## config.mk

```make
export PLATFORM = sky130hd
export DESIGN_NAME = instr_issue_queue
export DESIGN_NICKNAME = d
export VERILOG_FILES = /design/src/rtl/issue_pkg.sv /design/src/rtl/issue_hazard_sb.sv /design/src/rtl/instr_issue_queue.sv
export SDC_FILE = /design/constraint.sdc
export NUM_CORES = 1
export LEC_CHECK = 0
export CORE_MARGIN = 4
export CORE_UTILIZATION = 25
export DETAILED_ROUTE_END_ITERATION = 7
export GPL_TIMING_DRIVEN = 0
export PLACE_DENSITY = 0.46
export SETUP_SLACK_MARGIN = 0.3
export SLEW_MARGIN = 10
export SYNTH_ARGS = -nofsm -noshare
export SYNTH_HDL_FRONTEND = slang
export SYNTH_SLANG_ARGS = --single-unit
```

## constraint.sdc

```tcl
create_clock -name clk -period 13.22 [get_ports clk]
set_input_delay 1.983 -clock clk [delete_from_list [all_inputs] [get_ports clk]]
set_output_delay 1.983 -clock clk [all_outputs]
set_load 0.005 [all_outputs]
```

## src/rtl/issue_pkg.sv

```systemverilog
// issue_pkg: instruction word layout shared by the issue queue and stage_one decode
package issue_pkg;
  localparam int IW = 32;
  localparam int RW = 5;
  localparam int OP_HI = 31;
  localparam int OP_LO = 26;
  localparam int WE_BIT = 30;
  localparam int DS_BIT = 29;
  localparam int ALU_HI = 28;
  localparam int ALU_LO = 26;
  localparam int WS_HI = 25;
  localparam int WS_LO = 21;
  localparam int RS1_HI = 20;
  localparam int RS1_LO = 16;
  localparam int RS2_HI = 15;
  localparam int RS2_LO = 11;
  localparam int IMM_HI = 15;
  localparam int IMM_LO = 0;
  localparam logic [IW-1:0] NOP = '0;
  typedef logic [RW-1:0] reg_t;
  function automatic reg_t f_ws(input logic [IW-1:0] i);
    return i[WS_HI:WS_LO];
  endfunction
  function automatic reg_t f_rs1(input logic [IW-1:0] i);
    return i[RS1_HI:RS1_LO];
  endfunction
  function automatic reg_t f_rs2(input logic [IW-1:0] i);
    return i[RS2_HI:RS2_LO];
  endfunction
endpackage

```

## src/rtl/issue_hazard_sb.sv

```systemverilog
// issue_hazard_sb: in-flight destination register shift register and RAW match for the head word
module issue_hazard_sb
  import issue_pkg::*;
#(
  parameter int HAZ_DEPTH = 3
) (
  input  logic clk,
  input  logic reset,
  input  reg_t rs1,
  input  reg_t rs2,
  input  logic uses_rs2,
  input  logic push_v,
  input  reg_t push_ws,
  output logic hazard,
  output logic busy
);
  logic [HAZ_DEPTH-1:0] v;
  reg_t ws [HAZ_DEPTH];
  // newest issued write enters slot 0 every edge; the oldest falls off the end
  always_ff @(posedge clk) begin
    v[0] <= reset && push_v;
    ws[0] <= push_ws;
    for (int i = 1; i < HAZ_DEPTH; i++) begin
      v[i] <= reset && v[i-1];
      ws[i] <= ws[i-1];
    end
  end
  // any live write to a register the head reads blocks issue
  always_comb begin
    hazard = 1'b0;
    for (int i = 0; i < HAZ_DEPTH; i++)
      hazard = hazard | (v[i] && (ws[i] == rs1 || (uses_rs2 && ws[i] == rs2)));
  end
  assign busy = |v;
endmodule

```

## src/rtl/instr_issue_queue.sv

```systemverilog
// instr_issue_queue: in-order instruction FIFO with RAW interlock feeding stage_one; ISSUE_STATS_EN adds issue/bubble counters
module instr_issue_queue
  import issue_pkg::*;
#(
  parameter int DEPTH = 8,
  parameter int HAZ_DEPTH = 3
) (
  input  logic                    clk,
  input  logic                    reset,
  input  logic                    in_valid,
  input  logic [IW-1:0]           in_instr,
  output logic                    in_ready,
  output logic [IW-1:0]           InstrOut,
  output logic [$clog2(DEPTH):0]  count,
  output logic                    idle
`ifdef ISSUE_STATS_EN
  ,
  output logic [15:0]             issue_cnt,
  output logic [15:0]             bubble_cnt
`endif
);
  localparam int AW = $clog2(DEPTH);
  logic [IW-1:0] mem [DEPTH];
  logic [AW-1:0] wp, rp;
  logic [IW-1:0] head;
  logic full, empty, push, pop, hazard, sb_busy;
  assign head = mem[rp];
  assign full = count == (AW+1)'(DEPTH);
  assign empty = count == '0;
  assign in_ready = reset && !full;
  assign push = in_valid && in_ready;
  assign pop = !empty && !hazard;
  assign idle = empty && !sb_busy;
  issue_hazard_sb #(.HAZ_DEPTH(HAZ_DEPTH)) u_sb (
    .clk(clk),
    .reset(reset),
    .rs1(f_rs1(head)),
    .rs2(f_rs2(head)),
    .uses_rs2(!head[DS_BIT]),
    .push_v(pop && head[WE_BIT]),
    .push_ws(f_ws(head)),
    .hazard(hazard),
    .busy(sb_busy)
  );
  // storage is written only on accepted pushes and needs no reset
  always_ff @(posedge clk) begin
    if (push) mem[wp] <= in_instr;
  end
  // pointers, occupancy and the registered word to stage_one
  always_ff @(posedge clk) begin
    if (!reset) begin
      wp <= '0;
      rp <= '0;
      count <= '0;
      InstrOut <= NOP;
    end else begin
      wp <= wp + AW'(push);
      rp <= rp + AW'(pop);
      count <= count + (AW+1)'(push) - (AW+1)'(pop);
      InstrOut <= pop ? head : NOP;
    end
  end
`ifdef ISSUE_STATS_EN
  // saturating counts of issued words and hazard-forced bubbles
  always_ff @(posedge clk) begin
    if (!reset) begin
      issue_cnt <= '0;
      bubble_cnt <= '0;
    end else begin
      if (pop && issue_cnt != 16'hFFFF) issue_cnt <= issue_cnt + 16'd1;
      if (!empty && hazard && bubble_cnt != 16'hFFFF) bubble_cnt <= bubble_cnt + 16'd1;
    end
  end
`endif
endmodule

```

==> impl_metrics.json <==
{
  "hp-start": "u_sb.ws[0][1]",
  "cts_tree": "yes",
  "post_cts_buffers": 0,
  "cp_num_buf_inv": 2,
  "ctsHoldBuffers": 0,
  "synth_ff_type": "edfxtp_1",
  "synth_fp_nets": 695,
  "ys_seq_area_share_pct": 72.47,
  "rsz0062_at_grt": "no",
  "cp.required_ns": 11.24,
  "fin_crit_sh_pct": 40.86,
  "synthAdderAreaFrac_pct": 1.183,
  "fin_nets": 834,
  "synth.area.mux_share_pct": 13.19,
  "r2r_slack_ns": 8.84,
  "cp-start-kind": "primary input",
  "async_flop_share_pct": 0,
  "relSlewSlack_pct": 31.88,
  "dieArea_um2": 52670,
  "synthSimpleGateAreaFrac_pct": 7.232,
  "whs_endpoint": "u_sb.ws[0][6]",
  "yosysWarnings": 0,
  "grt_use_met3_pct": 2.498,
  "dp_slack_ns": 7.805,
  "fin_crit_ns": 5.401,
  "cp_data_arrival_time_ns": 3.42,
  "cp_slowest_stage_delay_ns": 0.59,
  "port_buffers": 72,
  "fin_tns_setup_ns": 0,
  "crit_family": "buffers and inverters",
  "fin_cells": 1470,
  "synth_edf_count": 256,
  "powerDensity_nw_per_um2": 195.3,
  "grtUsageMet1_pct": 16.25,
  "synth_top_family_by_area": "multiplexers",
  "antenna_found_initial": 2,
  "numCtsBuffers": 34,
  "crit_fanout": 5,
  "worst_slew_pin_slew_ns": 1.022,
  "endpoint_kind": "primary output",
  "syn_inst": 649,
  "die_h_um": 229.5,
  "ctsResizeCount": 0,
  "rr_endpoint": "count[2]",
  "synth_compound_area_share_pct": 2.183,
  "critPathSlowestCell": "clkdlybuf4s50_1",
  "cts_sinks": 316,
  "grt_pass1_vias": 6635,
  "hold_viol_final": 0,
  "clock_latency_ns": 0.51,
  "ir_worst_vdd_mv": 0.09309,
  "synth_xor_area_share_pct": 1.357,
  "setup_viol": 0,
  "setup_ws_ns": 7.819,
  "grt_first_pass_wirelength_um": 44840,
  "use_met2_pct": 17.69,
  "remaining_drc_errors": 0,
  "status": "finished clean",
  "initial_core_util_pct": 25.48,
  "dr.pass1.iters": 4,
  "cts_buffer_depth": 3,
  "path_cells": "clkdlybuf4s50_1 -> a21boi_0 -> clkdlybuf4s50_1",
  "vias": 6315,
  "total_power_mw": 2.990,
  "routed_via_density": 4.296,
  "gp_congestion": 0.7825,
  "areaGrowthSynthToFinish_pct": 24.84,
  "max_freq_mhz": 185.1,
  "whs_path_depth": 0,
  "overflow": 0,
  "path_common_cell": "clkdlybuf4s50_1",
  "initialDrtViolationCount": 447,
  "grtUsageTotal_pct": 11.34,
  "reg2regPathDepth": 16,
  "p_leak_nw": 4.953,
  "drt-total-wl_um": 30040,
  "finClkSkew_ns": 0.01435,
  "coreArea_um2": 48150,
  "dp_hpwl_um": 20880,
  "root_buffer": "clkbuf_16",
  "syn_area_um2": 12270,
  "ant_nets": 0,
  "dieWidth_um": 229.5,
  "crit_type": "in2out",
  "timing.rr.start": "rp[1]",
  "maxCapViolCount": 0,
  "path_clk_slew_ns": 0.06,
  "cts_max_level": 2,
  "ios": 73,
  "syn_area_per_cell_um2": 18.90,
  "rows": 80,
  "report.final.slew_viol_count": 0,
  "grt_busiest_layer": "met2",
  "place_inst": 1408,
  "synth.distinct_cells": 48,
  "layout-drive-gt1-share_pct": 24.23,
  "grt_max_degree": 19,
  "synth-seq-cells": 316,
  "wire_per_inst_um": 20.44,
  "setup.worst_path.start": "reset",
  "hp-class": "reg2reg"
}
==> worst register-to-register path: stages, from the launching register on <==
cell      delay, ns
dfxtp_1        0.37
buf_6          0.18
clkbuf_1       0.52
mux4_2         0.40
mux2i_1        0.52
nand2_1        0.15
a21oi_1        0.20
nand4_1        0.14
nand4_2        0.26
buf_6          0.22
nor3b_1        0.09
ha_1           0.28
inv_1          0.04
ha_1           0.20
fa_1           0.41
xor2_1         0.16
and2_1         0.14
==> power breakdown <==
part | switching, mW | total (mW) | leakage (nW) | internal [mW]
clock network | 0.376 | 0.942 | 0.551 | 0.566
logic | 0.416 | 0.823 | 1.59 | 0.406
registers | 0.0566 | 1.23 | 2.81 | 1.17
total | 0.849 | 2.99 | 4.95 | 2.14
==> metrics by stage <==
stage | area, µm² | util, % | hold slack (ns)
after floorplan | 12270 | - | 0.3676
after global placement | 13810 | 28.68 | 0.3838
after detailed placement | 14200 | 29.50 | 0.3826
after CTS | 15310 | 31.80 | 0.3909
after global routing | 15310 | 31.80 | 0.3987
final | 15310 | 31.80 | 0.3900
==> cell families after synthesis <==
family,Yosys count
buf+inv,40
compound gates,37
flops,316
simple gates,120
mux,106
xor+xnor,19
fa+ha+maj,11
==> registers in the layout (all words and copies together), names as in the netlist <==
register	flops
InstrOut	32
count	4
mem	256
rp	3
u_sb.v	3
u_sb.ws	15
wp	3
==> worst max path at each step <==
stage,to,depth (start not counted)
2_1_floorplan,mem[0][0],3
3_3_place_gp,mem[0][9],4
3_5_place_dp,in_ready,3
4_1_cts,in_ready,3
5_1_grt,in_ready,3
6_report,in_ready,3
==> cell usage after synthesis (9+ instances only) <==
cell        n  share of area, %
a22o_1     10              0.71
and2_1     13              0.66
buf_6      11               1.0
clkbuf_1   10              0.31
dfxtp_1    60               9.8
edfxtp_1  256                63
ha_1       10               1.0
mux2i_1    57               4.7
mux4_2     44               8.1
nand2_1    10              0.31
nor3_1     12              0.49
nor4_2     25               2.6
o21ai_0    11              0.45
xnor2_1     9              0.64
xor2_1     10              0.71
==> metal layers <==
| metal | wire length [µm] | up-vias | share of wire, % |
|---|---|---|---|
| met5 | 13 | - | 0.043 |
| met3 | 1577 | 39 | 5.2 |
| li1 | - | 2868 | - |
| met1 | 14400 | 3254 | 48 |
| met4 | 406 | 2 | 1.4 |
| met2 | 13640 | 152 | 45 |
==> layout make-up <==
type	count	area (µm²)
fillers	4673	32830
flip-flops and latches	316	8889
multi-input cells	293	3133
repair buffers	103	1066
clock buffers	51	1007
well taps	656	820.8
plain buffers	34	270.3
clock inverters	10	101.3
inverters	6	22.52
diodes	1	2.502
==> cell usage in the layout, fill, tap and decap left out, types with 6 or more instances in the layout <==
master	n
a22o_1	10
nand3_1	7
mux2i_1	57
mux4_2	44
nor3_1	8
clkdlybuf4s50_1	72
dfxtp_1	60
and2_1	13
buf_4	21
o21ai_0	11
ha_1	10
or3_1	7
nor4b_1	6
clkbuf_16	35
inv_1	6
xnor2_1	9
buf_2	8
edfxtp_1	256
buf_6	17
clkbuf_8	7
nand2_1	10
xor2_1	10
clkbuf_1	18
nor4_2	26
Power figures use the tool's default switching activity.
